$ cat config.mk
export PLATFORM = sky130hd
export DESIGN_NAME = pipe_hazard_ctrl
export DESIGN_NICKNAME = d
export VERILOG_FILES = /design/src/rtl/pipe_hazard_ctrl_pkg.sv /design/src/rtl/pipe_hazard_ctrl_load_use_detect.sv /design/src/rtl/pipe_hazard_ctrl.sv
export SDC_FILE = /design/constraint.sdc
export NUM_CORES = 1
export LEC_CHECK = 0
export CORE_MARGIN = 4
export CORE_UTILIZATION = 47
export DETAILED_ROUTE_END_ITERATION = 8
export PLACE_DENSITY = 0.91
export SLEW_MARGIN = 5
export SYNTH_ARGS = -nofsm -noshare
export SYNTH_HDL_FRONTEND = slang
export SYNTH_HIERARCHICAL = 1
export SYNTH_SLANG_ARGS = --single-unit
$ cat constraint.sdc
create_clock -name clk -period 2.8 [get_ports clk]
set_input_delay 0.28 -clock clk [delete_from_list [all_inputs] [get_ports clk]]
set_output_delay 0.28 -clock clk [all_outputs]
set_load 0.01 [all_outputs]
$ cat src/rtl/pipe_hazard_ctrl_pkg.sv
// Shared pipeline definitions: mult/div FSM state encoding and counter width.
// Pure declarations; no latency or backpressure of its own.
package pipe_hazard_ctrl_pkg;

    localparam int MD_CNT_W = 8;

    typedef enum logic {
        RUN     = 1'b0,
        MD_WAIT = 1'b1
    } md_state_e;

    function automatic logic [MD_CNT_W-1:0] md_cycles(input logic is_div,
                                                      input int   mult_cycles,
                                                      input int   div_cycles);
        return is_div ? MD_CNT_W'(div_cycles) : MD_CNT_W'(mult_cycles);
    endfunction

endpackage

$ cat src/rtl/pipe_hazard_ctrl_load_use_detect.sv
// Load-use hazard detect between the load in EX and the instruction in ID.
// Purely combinational, zero latency; no backpressure of its own.
module load_use_detect (
    input  logic       idex_mem_read,
    input  logic [4:0] idex_rt,
    input  logic [4:0] ifid_rs,
    input  logic [4:0] ifid_rt,
    input  logic       ifid_uses_rt,
    output logic       hazard
);

    // r0 is hardwired zero, so a load into it never creates a dependency.
    assign hazard = idex_mem_read && (idex_rt != 5'd0) &&
                    ((idex_rt == ifid_rs) || (ifid_uses_rt && (idex_rt == ifid_rt)));

endmodule

$ cat src/rtl/pipe_hazard_ctrl.sv
// Pipeline hazard control: load-use bubbles, branch flushes, multi-cycle mult/div stalls.
// Enables/flushes are same-cycle combinational; md_done and stall_cnt are registered.
module pipe_hazard_ctrl #(
    parameter int MULT_CYCLES = 4,
    parameter int DIV_CYCLES  = 32
) (
    input  logic        clk,
    input  logic        rst,
    input  logic        idex_mem_read,
    input  logic [4:0]  idex_rt,
    input  logic [4:0]  ifid_rs,
    input  logic [4:0]  ifid_rt,
    input  logic        ifid_uses_rt,
    input  logic        branch_taken,
    input  logic        md_start,
    input  logic        md_is_div,
    output logic        pc_en,
    output logic        ifid_en,
    output logic        idex_en,
    output logic        exmem_en,
    output logic        memwb_en,
    output logic        ifid_flush,
    output logic        idex_flush,
    output logic        exmem_flush,
    output logic        md_busy,
    output logic        md_done,
    output logic [15:0] stall_cnt
);
    import pipe_hazard_ctrl_pkg::*;

    md_state_e             state;
    logic [MD_CNT_W-1:0]   md_cnt;
    logic [MD_CNT_W-1:0]   md_n;
    logic                  md_done_q;
    logic [15:0]           stall_cnt_q;
    logic                  rearm;
    logic                  hazard;
    logic                  md_fire;
    logic                  md_stall;

    load_use_detect u_load_use_detect (
        .idex_mem_read (idex_mem_read),
        .idex_rt       (idex_rt),
        .ifid_rs       (ifid_rs),
        .ifid_rt       (ifid_rt),
        .ifid_uses_rt  (ifid_uses_rt),
        .hazard        (hazard)
    );

    assign md_n     = md_cycles(md_is_div, MULT_CYCLES, DIV_CYCLES);
    // A held md_start must drop for a cycle before it can launch another op.
    assign md_fire  = !rst && (state == RUN) && md_start && rearm;
    assign md_stall = md_fire || (!rst && (state == MD_WAIT));

    always_comb begin
        pc_en       = 1'b1;
        ifid_en     = 1'b1;
        idex_en     = 1'b1;
        exmem_en    = 1'b1;
        memwb_en    = 1'b1;
        ifid_flush  = 1'b0;
        idex_flush  = 1'b0;
        exmem_flush = 1'b0;
        md_busy     = 1'b0;
        if (rst) begin
            pc_en    = 1'b0;
            ifid_en  = 1'b0;
            idex_en  = 1'b0;
            exmem_en = 1'b0;
            memwb_en = 1'b0;
        end else if (md_stall) begin
            pc_en       = 1'b0;
            ifid_en     = 1'b0;
            idex_en     = 1'b0;
            exmem_flush = 1'b1;
            md_busy     = 1'b1;
        end else if (branch_taken) begin
            ifid_flush = 1'b1;
            idex_flush = 1'b1;
        end else if (hazard) begin
            pc_en      = 1'b0;
            ifid_en    = 1'b0;
            idex_flush = 1'b1;
        end
    end

    always_ff @(posedge clk) begin
        if (rst) begin
            state       <= RUN;
            md_cnt      <= '0;
            md_done_q   <= 1'b0;
            stall_cnt_q <= '0;
            rearm       <= 1'b1;
        end else begin
            case (state)
                RUN: begin
                    if (md_fire) begin
                        md_cnt <= md_n - MD_CNT_W'(1);
                        state  <= (md_n > MD_CNT_W'(1)) ? MD_WAIT : RUN;
                    end
                end
                MD_WAIT: begin
                    md_cnt <= md_cnt - MD_CNT_W'(1);
                    if (md_cnt == MD_CNT_W'(1)) begin
                        state <= RUN;
                    end
                end
                default: state <= RUN;
            endcase

            md_done_q <= (md_fire && (md_n == MD_CNT_W'(1))) ||
                         ((state == MD_WAIT) && (md_cnt == MD_CNT_W'(1)));

            if (md_fire) begin
                rearm <= 1'b0;
            end else if (!md_start) begin
                rearm <= 1'b1;
            end

            if (!pc_en && (stall_cnt_q != 16'hFFFF)) begin
                stall_cnt_q <= stall_cnt_q + 16'd1;
            end
        end
    end

    // Registered values are masked so reset reads as zero from its first cycle.
    assign md_done   = md_done_q && !rst;
    assign stall_cnt = rst ? 16'd0 : stall_cnt_q;

endmodule

Word-level counts from Yosys, hierarchy flattened
Index checks and enable logic that the tools add are counted.
Widths: inputs -> output; s select.
{"block": "word_totals", "register_bits": 27, "latch_bits": 0, "inputBits": 22, "mem_bits_ro": 0, "elab_cells": 60, "output_inout_bits": 26, "mem_count": 0, "mem_bits_rw": 0}
{"block": "op_classes", "n_reduce_logical": 17, "eq_ne": 7, "addsub": 3, "shifts": 0, "bitwise": 1, "n_mux": 26, "div": 0, "order_cmp": 1, "multipliers": 0}
{"operator": "$mux 1", "count": 21}
{"operator": "$add 16x1->16 const B", "count": 1}
{"operator": "$mux 16", "count": 1}
{"operator": "$ne 16x16->1 const B", "count": 1}
{"operator": "$pmux 8 s2", "count": 1}
{"operator": "$logic_and 1x1->1", "count": 11}
{"operator": "$eq 5x5->1", "count": 2}
{"operator": "$eq 8x1->1 const B", "count": 1}
{"operator": "$mux 8", "count": 1}
{"operator": "$sub 8x1->8 const B", "count": 1}
{"operator": "$sub 6x1->7 const B", "count": 1}
{"operator": "$eq 6x1->1 const B", "count": 1}
{"operator": "$gt 6x1->1 const B", "count": 1}
{"operator": "$mux 6", "count": 1}
{"operator": "$reduce_bool 5->1", "count": 1}
{"operator": "$logic_or 1x1->1", "count": 3}
{"operator": "$logic_not 1->1", "count": 2}
{"operator": "$ne 2x1->1 const B", "count": 1}
{"operator": "$ne 2x2->1 const B", "count": 1}
{"operator": "$pmux 1 s2", "count": 1}
{"operator": "$not 1->1", "count": 1}

Longest topological paths before layout
Gate-level depths: netlist of run 1.
{"block": "depth", "depth_word": 10, "depth_mapped": 8, "ltp_nobuf": 8}

Hierarchy
Netlist of run 1, hierarchy kept.
{"module": "pipe_hazard_ctrl", "instances": 1, "cells_each": 179, "seq_area_each_um2": 540.5, "area_per_inst_um2": 1512.7}
{"module": "load_use_detect", "instances": 1, "cells_each": 17, "seq_area_each_um2": 0.0, "area_per_inst_um2": 132.6}

Worst setup path before layout of run 1
Ideal clock, no wire load.
{"block": "synth_path", "path_kind": "in2reg", "start": "input port idex_rt[3]", "end": "register stall_cnt_q[15]", "setup_slack_ns": 0.732, "n_path_buf": 0, "required_ns": 2.679, "path_stages": 8, "setup_time_ns": 0.121, "t_arrival_ns": 1.947, "path_cell_list": "xor2_1 > nor4_2 > nand3_1 > a21oi_1 > nand2b_1 > a21o_1 > nor4_1 > mux2_2"}
{"block": "synth_between", "elab_chain_len": 10, "word_cells_on_any_way": 13, "cone_classes": "eq/ne (2); mux (4); reduce/logical (7)"}
{"element": "start, declared", "line_no": "pipe_hazard_ctrl.sv:10", "source": "input logic [4:0] idex_rt,"}
{"element": "$eq 5x5->1", "line_no": "pipe_hazard_ctrl_load_use_detect.sv:14", "source": "((idex_rt == ifid_rs) || (ifid_uses_rt && (idex_rt == ifid_rt)));"}
{"element": "$logic_and 1x1->1", "line_no": "pipe_hazard_ctrl_load_use_detect.sv:14"}
{"element": "$logic_or 1x1->1", "line_no": "pipe_hazard_ctrl_load_use_detect.sv:14"}
{"element": "$logic_and 1x1->1 *", "line_no": "pipe_hazard_ctrl_load_use_detect.sv:13", "source": "assign hazard = idex_mem_read && (idex_rt != 5'd0) &&"}
{"element": "named net hazard", "line_no": "pipe_hazard_ctrl.sv:37", "source": "logic hazard;"}
{"element": "$mux 1 *", "line_no": "pipe_hazard_ctrl.sv:80", "source": "end else if (hazard) begin"}
{"element": "$mux 1 *", "line_no": "pipe_hazard_ctrl.sv:77", "source": "end else if (branch_taken) begin"}
{"element": "$mux 1 *", "line_no": "pipe_hazard_ctrl.sv:71", "source": "end else if (md_stall) begin"}
{"element": "$mux 1 *", "line_no": "pipe_hazard_ctrl.sv:65", "source": "if (rst) begin"}
{"element": "$logic_not 1->1 *", "line_no": "pipe_hazard_ctrl.sv:120", "source": "if (!pc_en && (stall_cnt_q != 16'hFFFF)) begin"}
{"element": "$logic_and 1x1->1 *", "line_no": "pipe_hazard_ctrl.sv:120"}
{"element": "end signal, assigned", "line_no": "pipe_hazard_ctrl.sv:121", "source": "stall_cnt_q <= stall_cnt_q + 16'd1;"}
{"element": "end, declared", "line_no": "pipe_hazard_ctrl.sv:35", "source": "logic [15:0] stall_cnt_q;"}
Mark *: on every way through the listed nets, which the timed path passes. The rest lies on a longest branch.
A chain may end at the register's enable or synchronous reset.

Final worst setup path of run 1
{"block": "layout_path", "start": "input port idex_rt[0]", "end": "output port idex_flush"}
{"block": "layout_between", "elab_chain_len": 8, "word_cells_on_any_way": 11, "cone_classes": "eq/ne (2); mux (4); reduce/logical (5)"}
{"element": "$eq 5x5->1", "line_no": "pipe_hazard_ctrl_load_use_detect.sv:14"}
{"element": "$logic_and 1x1->1", "line_no": "pipe_hazard_ctrl_load_use_detect.sv:14"}
{"element": "$logic_or 1x1->1", "line_no": "pipe_hazard_ctrl_load_use_detect.sv:14"}
{"element": "$logic_and 1x1->1 *", "line_no": "pipe_hazard_ctrl_load_use_detect.sv:13"}
{"element": "named net hazard", "line_no": "pipe_hazard_ctrl.sv:37"}
{"element": "$mux 1 *", "line_no": "pipe_hazard_ctrl.sv:80"}
{"element": "$mux 1 *", "line_no": "pipe_hazard_ctrl.sv:77"}
{"element": "$mux 1 *", "line_no": "pipe_hazard_ctrl.sv:71"}
{"element": "$mux 1 *", "line_no": "pipe_hazard_ctrl.sv:65"}
{"element": "end, declared", "line_no": "pipe_hazard_ctrl.sv:23", "source": "output logic idex_flush,"}
Marked as above.

==> results.json, run 1 <==
{
  "status": "completed",
  "num_vias": 1530,
  "cp_num_cells": 8,
  "fmax_mhz": 393,
  "rows": 21,
  "rr_endpoint": "stall_cnt_q[10]",
  "drtIter0Drc": 140,
  "drv_cap": 0,
  "tns_ps": 0,
  "rsz0062_at_grt": "no",
  "synthTopCellsByCount": "dfxtp_1 (27), nor2_1 (19), nor2b_1 (18)",
  "coreArea_mm2": 0.00336,
  "ctsResizeCount": 0,
  "worst-path-buf-inv": 2,
  "timing.rr.start": "stall_cnt_q[0]",
  "clkSinkCount": 27,
  "critPathSlowestCell": "clkdlybuf4s50_1",
  "grt.overflow.total": 0,
  "tritoncts": "built",
  "synth-seq-cells": 27,
  "holdBufCountCts": 0,
  "grt_start_max_net_pins": 45,
  "critical_path_required_ps": 2520,
  "dpl-instance-area_mm2": 0.00214,
  "synth_area_leaders": "dfxtp_1 (33%), mux2_2 (7.5%), nor2b_1 (6.8%)",
  "synth_ff_type": "dfxtp_1",
  "cts_buffers": 3,
  "grt_pass1_wl_um": 6200,
  "gp_congestion": 0.834,
  "synth-edff-count": 0,
  "clk_path_buf_depth": 2,
  "critPathArrivalTime_ps": 2260,
  "nFillCells": 297,
  "io_pins": 48,
  "hold-path-cell-count": 1,
  "finalCritPeriodShare_pct": 90.9,
  "drt_wl_total_um": 3770,
  "slew_viol_final": 0,
  "drc": 0,
  "syn_area_mm2": 0.00165,
  "synth_seq_area_share_pct": 32.9,
  "synthToLayoutAreaGrowth_pct": 32.3,
  "synth_fp_nets": 221,
  "async_flop_share_pct": 0,
  "synth_top_area_share_pct": 32.9,
  "routedWlPerCell_um": 13.2,
  "finalClockSkew_ps": 11.3,
  "critical_path_class": "input pin to output port",
  "post-route-cell-area_mm2": 0.00218,
  "detailed_place_hpwl_um": 2910,
  "synth.distinct_cells": 46,
  "slowest_delay_ps": 540,
  "insertion_delay_ps": 330,
  "hold_class": "register to register",
  "finalPower_mw": 0.777,
  "initial_core_util_pct": 48.9,
  "maxSlewHeadroom_pct": 68.1,
  "setup_viol": 0,
  "antenna_cells": 0,
  "grt_antenna_before_repair": 0,
  "post_cts_buffers": 0,
  "crit_fanout": 3,
  "r2r_setup_slack_ps": 850,
  "ys_warn_count": 6,
  "hold_violations": 0,
  "powerDensity_mw_per_mm2": 357,
  "final_layout_size_suffix_gt1_share_pct": 11.7,
  "path_cells": "clkdlybuf4s50_1 -> xor2_1 -> nor4_2 -> nand3_1 -> a21oi_1 -> nor2_1 -> nor2_1 -> clkdlybuf4s50_1",
  "yosysMostFrequentCell": "dfxtp_1",
  "crit_path_end_kind": "output port",
  "avgSynthCellArea_um2": 8.39,
  "hp-start": "md_cnt[7]",
  "min_to": "md_done_q",
  "grt_pass1_vias": 1457,
  "grt_usage_pct": 17.2,
  "drtPass1Iterations": 4,
  "min_period_ps": 2540,
  "cts_htree_levels": 1,
  "clk_pin_slew_worst_paths_ps": 160,
  "die_w_um": 67.2,
  "detail_route.vias_per_cell": 5.35,
  "p_leak_nw": 0.809,
  "synth_top_cell_by_area": "dfxtp_1",
  "synth_cells": 196,
  "worst_pin_slew_ps": 478,
  "path_delay_family": "buffers and inverters",
  "die_area_mm2": 0.00451,
  "nets": 266,
  "start_kind": "input pin",
  "rr_worst_depth": 5,
  "cts_root_buf": "clkbuf_4",
  "ant_nets": 0,
  "peakVddDrop_v": 0.000193,
  "die_y_um": 67.2,
  "port_buffers": 47
}
[routing by layer]
| metal | share of wire [%] | wire, µm | vias to the layer above | track usage [%] |
|---|---|---|---|---|
| met5 | 0 | 0 | - | 0 |
| met4 | 0.27 | 10 | 0 | 2.53 |
| met3 | 3.1 | 117 | 2 | 2.16 |
| met2 | 50 | 1880 | 32 | 29.9 |
| met1 | 47 | 1760 | 713 | 23.1 |
| li1 | - | - | 783 | - |
[power breakdown]
| part | internal [mW] | total [mW] | switching [mW] |
|---|---|---|---|
| clock | 0.0546 | 0.176 | 0.122 |
| combinational | 0.0959 | 0.176 | 0.0799 |
| sequential | 0.405 | 0.425 | 0.0206 |
| total | 0.555 | 0.777 | 0.222 |
[cells in the final DEF (no fill, tap or decap), types with 2 or more instances in the layout]
cell type / synthesis / layout
clkdlybuf4s50_1: 0 / 45
dfxtp_1: 27 / 27
nor2b_1: 18 / 18
nor2_1: 19 / 18
nand2_1: 14 / 14
nand3_1: 13 / 13
nor3_1: 11 / 11
mux2_2: 11 / 11
a21oi_1: 9 / 9
xor2_1: 8 / 8
inv_1: 5 / 5
o21ai_0: 5 / 5
a31oi_1: 4 / 4
a211oi_1: 4 / 4
ha_1: 3 / 3
clkbuf_4: 0 / 3
xnor2_1: 3 / 3
nand2b_1: 2 / 2
and2_1: 2 / 2
or4_1: 2 / 2
nor4_2: 2 / 2
nor4_1: 2 / 2
dlymetal6s2s_1: 0 / 2
buf_4: 4 / 2
[per-stage QoR]
stage                     worst slack (ps)  hold WS, ps  instances  util [%]
final                                  256          481        286      64.7
after global routing                   157          503        286      64.7
after CTS                             40.0          478        286      64.5
after detailed placement              47.0          470        282      63.6
after global placement                91.7          460        282      63.6
after floorplan                        732          366        196         -
[logic make-up (layout without fill, tap and decap cells)]
| family | after synthesis | count (layout) | synth area share (%) |
|---|---|---|---|
| AOI/OAI and AO/OA | 33 | 33 | 14.3 |
| xor gates and xnor gates | 11 | 11 | 5.86 |
| adders and majority gates | 3 | 3 | 2.28 |
| buffers and inverters | 15 | 59 | 4.33 |
| DFF | 27 | 27 | 32.9 |
| muxes | 11 | 11 | 7.53 |
| and+or+nand+nor | 96 | 96 | 32.9 |
[worst reg2reg max path, cell delays in order (launching register included)]
cell and delay [ps]:
dfxtp_1 420, ha_1 260, nand4_2 190, a211o_1 400, nor3_1 230, mux2_2 360
[how the worst max path moves through the flow]
stage                                 end       start
after global placement    stall_cnt_q[15]  idex_rt[0]
after global routing           idex_flush  idex_rt[0]
after CTS                         ifid_en  idex_rt[4]
after floorplan           stall_cnt_q[15]  idex_rt[3]
after detailed placement  stall_cnt_q[15]  idex_rt[0]
final                          idex_flush  idex_rt[0]
[final cells by class]
cell class                      count  area [µm²]  area share [%]
Multi-Input combinational cell    154        1040            47.6
Sequential cell                    27         541            24.8
Timing Repair Buffer               49         490            22.5
Tap cell                           46        57.6            2.64
Clock buffer                        3        22.5            1.03
Clock inverter                      1        7.51           0.345
Inverter                            6        22.5            1.03
[state kept, by name (all words and copies together), names as in the netlist]
signal,cells
stall_cnt_q,16
md_cnt,8
md_done_q,1
rearm,1
state,1
Power figures use the tool's default switching activity.
==> run 2, diff against run 1 <==
CORE_ASPECT_RATIO = 1.5   (was not set)
HOLD_SLACK_MARGIN = 0.05   (was not set)
==> results.json, run 2 (same netlist as run 1, synthesis figures left out) <==
{
  "cts_root_buf": "clkbuf_8",
  "drtPass1Iterations": 4,
  "status": "completed",
  "nets": 266,
  "critPathArrivalTime_ps": 2380,
  "coreArea_mm2": 0.00338,
  "clkSinkCount": 27,
  "final_layout_size_suffix_gt1_share_pct": 11.7,
  "grt_pass1_vias": 1567,
  "finalClockSkew_ps": 5.62,
  "num_vias": 1586,
  "cts_buffers": 3,
  "cts_htree_levels": 1,
  "mostFrequentLayoutCells": "clkdlybuf4s50_1 (47), dfxtp_1 (27), nor2b_1 (18), nor2_1 (18), nand2_1 (14)",
  "finalPower_mw": 0.828,
  "worst_hold_slack_ps": 489,
  "critical_path_required_ps": 2520,
  "pre_cts_ws_ps": 31.9,
  "clk_path_buf_depth": 2,
  "routedWlPerCell_um": 13.6,
  "cp-startpoint": "idex_rt[1]",
  "postLayoutSetupSlackWorst_ps": 135,
  "finalCritPeriodShare_pct": 95.2,
  "die_area_mm2": 0.00453,
  "drt_wl_total_um": 3840,
  "worst_pin_slew_ps": 440,
  "grt_antenna_before_repair": 0,
  "rows": 26,
  "min_period_ps": 2660,
  "peakVddDrop_v": 0.000325,
  "post_cts_buffers": 0,
  "gp_congestion": 0.816,
  "tritoncts": "built",
  "start_kind": "input pin",
  "fmax_mhz": 375,
  "detail_route.vias_per_cell": 5.62,
  "die_y_um": 80.5,
  "slew_viol_final": 0,
  "rsz0062_at_grt": "no",
  "initial_core_util_pct": 48.6,
  "largest_reg_flops": 16,
  "critical_path_class": "input pin to output port",
  "crit_path_end_kind": "output port",
  "tns_ps": 0,
  "hp-start": "md_cnt[7]",
  "hold_class": "register to register",
  "p_leak_nw": 0.787,
  "hold_violations": 0,
  "grt.overflow.total": 0,
  "die_w_um": 56.3,
  "synthToLayoutAreaGrowth_pct": 32.9,
  "detailed_place_hpwl_um": 3010,
  "powerDensity_mw_per_mm2": 379,
  "drc": 0,
  "mostFrequentLayoutCell": "clkdlybuf4s50_1",
  "top_register": "stall_cnt_q",
  "clk_pin_slew_worst_paths_ps": 100,
  "ant_nets": 0,
  "io_pins": 48,
  "crit_fanout": 3,
  "grt_pass1_wl_um": 6560,
  "grt_start_max_net_pins": 45,
  "drv_cap": 0,
  "grt_usage_pct": 17.7,
  "reg_top3": "stall_cnt_q (16), md_cnt (8)",
  "port_buffers": 47,
  "setup_viol": 0,
  "insertion_delay_ps": 270,
  "antenna_cells": 0,
  "timing.rr.start": "state",
  "maxSlewHeadroom_pct": 70.5,
  "drtIter0Drc": 59,
  "final_util_pct": 64.6
}
run 2: area by class of cell:
type                       count  area, µm²
tap                           42       52.6
fill                         275       1200
multi-input combinational    154       1040
inverter                       6       22.5
clock inverter                 1       7.51
clock buffer                   3       41.3
timing repair buffer          49        485
sequential                    27        541
run 2: path summary, 6_finish.rpt:
kind                                         to  slack (ps)  depth (start not counted)
worst max-delay path                    ifid_en         140                          7
worst min-delay path                  md_done_q         490                          1
worst max register to register  stall_cnt_q[15]         910                          5
worst min register to register        md_done_q         490                          1
run 2: through the flow:
stage	std cells	area [µm²]
after CTS	282	2180
after detailed placement	278	2130
after global placement	278	2130
after global routing	282	2190
final	282	2190
after floorplan	196	1650
run 2: where the power goes:
group          leakage [nW]  switching (mW)  internal, mW
Sequential            0.220          0.0207         0.404
Clock                0.0217           0.127         0.101
Combinational         0.546          0.0800        0.0956
run 2: worst max-delay path, cell delays in order:
cell and delay (ps):
clkdlybuf4s50_1 460, or4_1 530, o21ai_1 140, a21oi_1 80, nor2b_1 160, nor2_2 160, clkdlybuf4s50_1 560
run 2: routing by layer:
metal,routed length (µm),share of wire (%),GRT usage (%)
met1,1480,39,18.3
met2,2150,56,34.2
met5,0,0,0
met4,75,2.0,7.84
met3,133,3.5,2.73
run 2: what timing repair did:
action | in CTS | in global routing
hold buffers | 0 | 0
hold endpoints to repair | 0 | 0
gates resized for setup | 0 | 1
endpoints found under the setup margin | 0 | 2
